===== config.mk =====
export PLATFORM = sky130hd
export DESIGN_NAME = rec_ctrl
export DESIGN_NICKNAME = d
export VERILOG_FILES = /design/src/rtl/rec_ctrl.sv
export SDC_FILE = /design/constraint.sdc
export NUM_CORES = 1
export LEC_CHECK = 0
export ABC_AREA = 1
export BUFFER_PORTS_ARGS = -buffer_cell sky130_fd_sc_hd__buf_2
export CORE_MARGIN = 2
export CORE_UTILIZATION = 32
export DETAILED_ROUTE_END_ITERATION = 8
export RECOVER_POWER = 50
export SYNTH_ARGS = -nofsm -noshare
export SYNTH_HDL_FRONTEND = slang
export SYNTH_SLANG_ARGS = --single-unit
export TNS_END_PERCENT = 50

===== constraint.sdc =====
create_clock -name clk_p -period 2.69 [get_ports clk_p]
set_input_delay 0.1345 -clock clk_p [delete_from_list [all_inputs] [get_ports clk_p]]
set_output_delay 0.1345 -clock clk_p [all_outputs]
set_load 0.02 [all_outputs]

===== src/rtl/rec_ctrl.sv =====
// Recording controller: buffers ADC samples in a small FIFO and streams them
// to consecutive SRAM words over a req/ack handshake under start/pause/stop control.
module rec_ctrl #(
    parameter int unsigned       ADDR_W     = 20,
    parameter logic [ADDR_W-1:0] MAX_ADDR   = {ADDR_W{1'b1}},
    parameter int unsigned       FIFO_DEPTH = 4
) (
    input  logic              clk_p,
    input  logic              rst,
    input  logic              cmd_start,
    input  logic              cmd_pause,
    input  logic              cmd_stop,
    input  logic [15:0]       in_data,
    input  logic              in_en,
    output logic              sram_req,
    output logic [ADDR_W-1:0] sram_addr,
    output logic [15:0]       sram_wdata,
    input  logic              sram_ack,
    output logic [ADDR_W:0]   rec_len,
    output logic              busy,
    output logic              done,
    output logic              overflow
);

    localparam int unsigned PTR_W = $clog2(FIFO_DEPTH);
    localparam int unsigned CNT_W = PTR_W + 1;
    localparam int unsigned LEN_W = ADDR_W + 1;

    typedef enum logic [1:0] {
        S_IDLE,
        S_REC,
        S_PAUSE,
        S_FLUSH
    } state_e;

    state_e            state_q, state_d;
    logic [PTR_W-1:0]  wr_ptr_q, wr_ptr_d;
    logic [PTR_W-1:0]  rd_ptr_q, rd_ptr_d;
    logic [CNT_W-1:0]  cnt_q, cnt_d;
    logic [ADDR_W-1:0] addr_q, addr_d;
    logic [LEN_W-1:0]  len_q, len_d;
    logic [15:0]       wdata_q, wdata_d;
    logic              req_q, req_d;
    logic              ovf_q, ovf_d;
    logic              done_q, done_d;
    logic              busy_q, busy_d;
    logic [15:0]       mem_q [FIFO_DEPTH];

    logic              pop;
    logic              push_try;
    logic              push;
    logic              fifo_full;
    logic              mem_full;

    // State and datapath registers
    always_ff @(posedge clk_p or negedge rst) begin
        if (!rst) begin
            state_q  <= S_IDLE;
            wr_ptr_q <= '0;
            rd_ptr_q <= '0;
            cnt_q    <= '0;
            addr_q   <= '0;
            len_q    <= '0;
            wdata_q  <= '0;
            req_q    <= 1'b0;
            ovf_q    <= 1'b0;
            done_q   <= 1'b0;
            busy_q   <= 1'b0;
        end else begin
            state_q  <= state_d;
            wr_ptr_q <= wr_ptr_d;
            rd_ptr_q <= rd_ptr_d;
            cnt_q    <= cnt_d;
            addr_q   <= addr_d;
            len_q    <= len_d;
            wdata_q  <= wdata_d;
            req_q    <= req_d;
            ovf_q    <= ovf_d;
            done_q   <= done_d;
            busy_q   <= busy_d;
        end
    end

    always_ff @(posedge clk_p) begin
        if (push) begin
            mem_q[wr_ptr_q] <= in_data;
        end
    end

    // Next-state, FIFO bookkeeping and handshake
    always_comb begin
        state_d  = state_q;
        wr_ptr_d = wr_ptr_q;
        rd_ptr_d = rd_ptr_q;
        cnt_d    = cnt_q;
        addr_d   = addr_q;
        len_d    = len_q;
        ovf_d    = ovf_q;
        done_d   = 1'b0;

        pop       = req_q && sram_ack;
        push_try  = in_en && (state_q == S_REC);
        fifo_full = (cnt_q == CNT_W'(FIFO_DEPTH));
        mem_full  = pop && (addr_q == MAX_ADDR);
        push      = push_try && (!fifo_full || pop) && !mem_full;

        unique case (state_q)
            S_IDLE: begin
                if (cmd_start) begin
                    state_d  = S_REC;
                    addr_d   = '0;
                    len_d    = '0;
                    ovf_d    = 1'b0;
                    wr_ptr_d = '0;
                    rd_ptr_d = '0;
                    cnt_d    = '0;
                end
            end
            S_REC: begin
                if (cmd_stop) begin
                    state_d = S_FLUSH;
                end else if (cmd_pause) begin
                    state_d = S_PAUSE;
                end
            end
            S_PAUSE: begin
                if (cmd_stop) begin
                    state_d = S_FLUSH;
                end else if (cmd_start) begin
                    state_d = S_REC;
                end
            end
            S_FLUSH: begin
                if (cnt_q == '0) begin
                    state_d = S_IDLE;
                    done_d  = 1'b1;
                end
            end
            default: state_d = S_IDLE;
        endcase

        if (pop) begin
            rd_ptr_d = rd_ptr_q + PTR_W'(1);
            len_d    = len_q + LEN_W'(1);
            if (addr_q != MAX_ADDR) begin
                addr_d = addr_q + ADDR_W'(1);
            end
        end
        if (push) begin
            wr_ptr_d = wr_ptr_q + PTR_W'(1);
        end
        if (push && !pop) begin
            cnt_d = cnt_q + CNT_W'(1);
        end else if (pop && !push) begin
            cnt_d = cnt_q - CNT_W'(1);
        end
        if (push_try && fifo_full && !pop) begin
            ovf_d = 1'b1;
        end

        // Last word written: queued samples have nowhere to go, discard them
        if (mem_full) begin
            state_d  = S_FLUSH;
            wr_ptr_d = '0;
            rd_ptr_d = '0;
            cnt_d    = '0;
        end

        req_d   = (cnt_d != '0);
        wdata_d = (push && (wr_ptr_q == rd_ptr_d)) ? in_data : mem_q[rd_ptr_d];
        busy_d  = (state_d != S_IDLE);
    end

    assign sram_req   = req_q;
    assign sram_addr  = addr_q;
    assign sram_wdata = wdata_q;
    assign rec_len    = len_q;
    assign busy       = busy_q;
    assign done       = done_q;
    assign overflow   = ovf_q;

endmodule


==> results_dict.tcl <==
set metrics [dict create \
    insertion_delay_ns 0.43 \
    min_period_over_period 0.895 \
    setup_viol 0 \
    clock.fmax_mhz 415 \
    hold_class "in2reg" \
    grt_pass1_vias 4864 \
    gr-usage-met3 0.0414 \
    dr.pass1.iters 5 \
    p_leak_nw 3.33 \
    clkSlewWorstSetupHoldPaths_ns 0.06 \
    track_usage 0.154 \
    synth_most_common_cell "nand2_1" \
    hold_ws_ns 0.0230 \
    vias 5001 \
    synth_top_area_cell "edfxtp_1" \
    rsz0062_at_grt "false" \
    synthArstFlopShare 0.522 \
    drt_iter0_markers 369 \
    postRouteAntennaNets 0 \
    antenna_found_initial 0 \
    drive_gt1_frac 0.134 \
    htreeDepth 4 \
    dieWidth_um 144 \
    avgSynthCellArea_um2 9.58 \
    fin_nets 804 \
    clockBufferDepth 2 \
    dp_hpwl_um 9770 \
    synthFlopType "dfrtp_1" \
    tns_ns 0 \
    numCtsBuffers 17 \
    core-area_um2 19400 \
    yosys_warnings 0 \
    max-cap-violations 1 \
    skew_ns 0.00621 \
    netlist.area_leader.share 0.305 \
    overflow 0 \
    port_buffers 83 \
    crit_type "reg2reg" \
    synth-edff-count 64 \
    grt_pass1_wl_um 24900 \
    violations "max-capacitance violations, max-slew violations" \
    grt_max_degree 71 \
    dieArea_um2 20800 \
    status "complete, but fails checks" \
    netlist_area_um2 6300 \
    rows 51 \
    power_density_nw_per_um2 1010 \
    ys_ff_latch 134 \
    cts_num_sinks 134 \
    busiest_layer "met2" \
    cp-start-kind "register" \
    cts_tree "yes" \
    fp.dieH_um 144 \
    grtUsageMet2 0.247 \
    path_max_fanout 8 \
    fin_crit_ns 2.41 \
    area_growth_pct 24.1 \
    routabilityCongestion 0.816 \
    via_per_inst 4.76 \
    wl_per_cell_um 14.5 \
    cts_resized 0 \
    grtUsageMet1 0.201 \
    synth.net_count 689 \
    drc 0 \
    endpoint_kind "register" \
    pin_count 84 \
    drt_wl_total_um 15200 \
    postSynthCellCount 657 \
    cp.required_ns 3.05 \
    critPathArrivalTime_ns 2.76 \
    root_buffer "clkbuf_16" \
    ys_top_cells_by_count "123 x nand2_1, 74 x nand3_1, 70 x dfrtp_1" \
    ys_seq_area_frac 0.583 \
    start_util 0.325 \
    diodes 0 \
    synth_area_leaders "edfxtp_1 31%, dfrtp_1 28%, nand2_1 7.3%" \
    peakVddDrop_mv 0.621 \
    yosysUniqueCellTypes 38 \
    hold_viol 0 \
    finalMaxSlewViolations 71 \
    tightest_slew_ns 1.84 \
    slew_headroom -0.226 \
]
## final timing paths
check	start	to	slack (ns)	cells after the start
worst max-delay path	sram_addr[0]	sram_addr[7]	0.28	13
worst min-delay path	sram_ack	rec_len[1]	0.02	2
worst max register to register	sram_addr[0]	sram_addr[7]	0.28	13
worst min register to register	overflow	overflow	0.49	1
max in group asynchronous	rst	sram_wdata[14]	0.85	2
min in group asynchronous	rst	sram_addr[5]	0.75	2
## cell usage in the layout, fill, tap and decap left out, drive strengths merged, types with 5 or more instances in the layout
cell type,synthesis,layout
o211ai,19,19
nor2,61,61
dlygate4sd3,0,18
ha,9,9
nand2,130,130
nor3,16,16
nand3b,19,19
edfxtp,64,64
inv,74,78
clkinv,0,5
a21oi,20,20
dfrtp,70,70
nand3,76,76
xor2,5,5
clkbuf,10,63
buf,10,52
o21ai,40,40
a22oi,5,5
nand4,11,11
## routing by layer
| metal | share of wire | vias up |
|---|---|---|
| li1 | - | 2481 |
| met1 | 0.46 | 2377 |
| met2 | 0.47 | 121 |
| met3 | 0.055 | 22 |
| met4 | 0.015 | 0 |
| met5 | 0 | - |
## critical path, stage by stage (launching register included)
cell	delay, ns
dfrtp_1	0.40
ha_1	0.19
inv_1	0.07
nor2_1	0.22
nand2_2	0.16
nor2_4	0.19
nand2_1	0.15
nand2_1	0.30
inv_1	0.20
nand2_1	0.13
inv_1	0.06
nand2_1	0.06
o21ai_0	0.10
nor2_1	0.10
## state kept, by name, summed over array words and instances, names as in the netlist, 2 cells and up
| signal | flops |
|---|---|
| wr_ptr_q | 2 |
| state_q | 2 |
| sram_addr | 20 |
| sram_wdata | 16 |
| rec_len | 21 |
| rd_ptr_q | 2 |
| mem_q | 64 |
| cnt_q | 3 |
## power by group
part           total [W]  internal [W]  switching, W
clock network    0.00239       0.00146      0.000927
logic            0.00269      0.000867       0.00183
registers        0.00285       0.00257      0.000275
total            0.00793       0.00490       0.00303
## timing repair
action | 4_1_cts | 5_1_grt
setup endpoints to repair | 0 | 0
hold buffers | 18 | 0
hold endpoints to repair | 148 | 0
buffers inserted | 0 | 0
## cells by family after synthesis
logic type               Yosys count  synth area share
AND/OR/NAND/NOR                  323             0.242
flip-flops                       134             0.583
buffers and inverters             94            0.0590
AO/OA/AOI/OAI                     89            0.0827
adder cells (fa/ha/maj)            9            0.0179
XOR/XNOR                           5           0.00994
multiplexers                       3           0.00477
## per-stage QoR
step	instance area [um2]	power, W	utilization	worst slack, ns	cells
6_report	7820	0.00793	0.403	0.283	1050
4_1_cts	7880	0.00806	0.406	0.280	1050
5_1_grt	7820	0.00848	0.403	0.0238	1050
3_5_place_dp	7090	0.00564	0.366	0.304	1000
2_1_floorplan	6300	0.00468	-	0.280	657
3_3_place_gp	7090	0.00562	0.366	0.364	1000
## cell type report
| type | instances | area (um2) |
|---|---|---|
| Fill cell | 1926 | 11600 |
| Sequential cell | 134 | 3670 |
| Tap cell | 265 | 332 |
| Multi-Input combinational cell | 429 | 2250 |
| Clock inverter | 15 | 176 |
| Inverter | 74 | 278 |
| Timing Repair Buffer | 116 | 677 |
| Clock buffer | 17 | 425 |
Note: power is estimated with default switching activity, not from simulation.
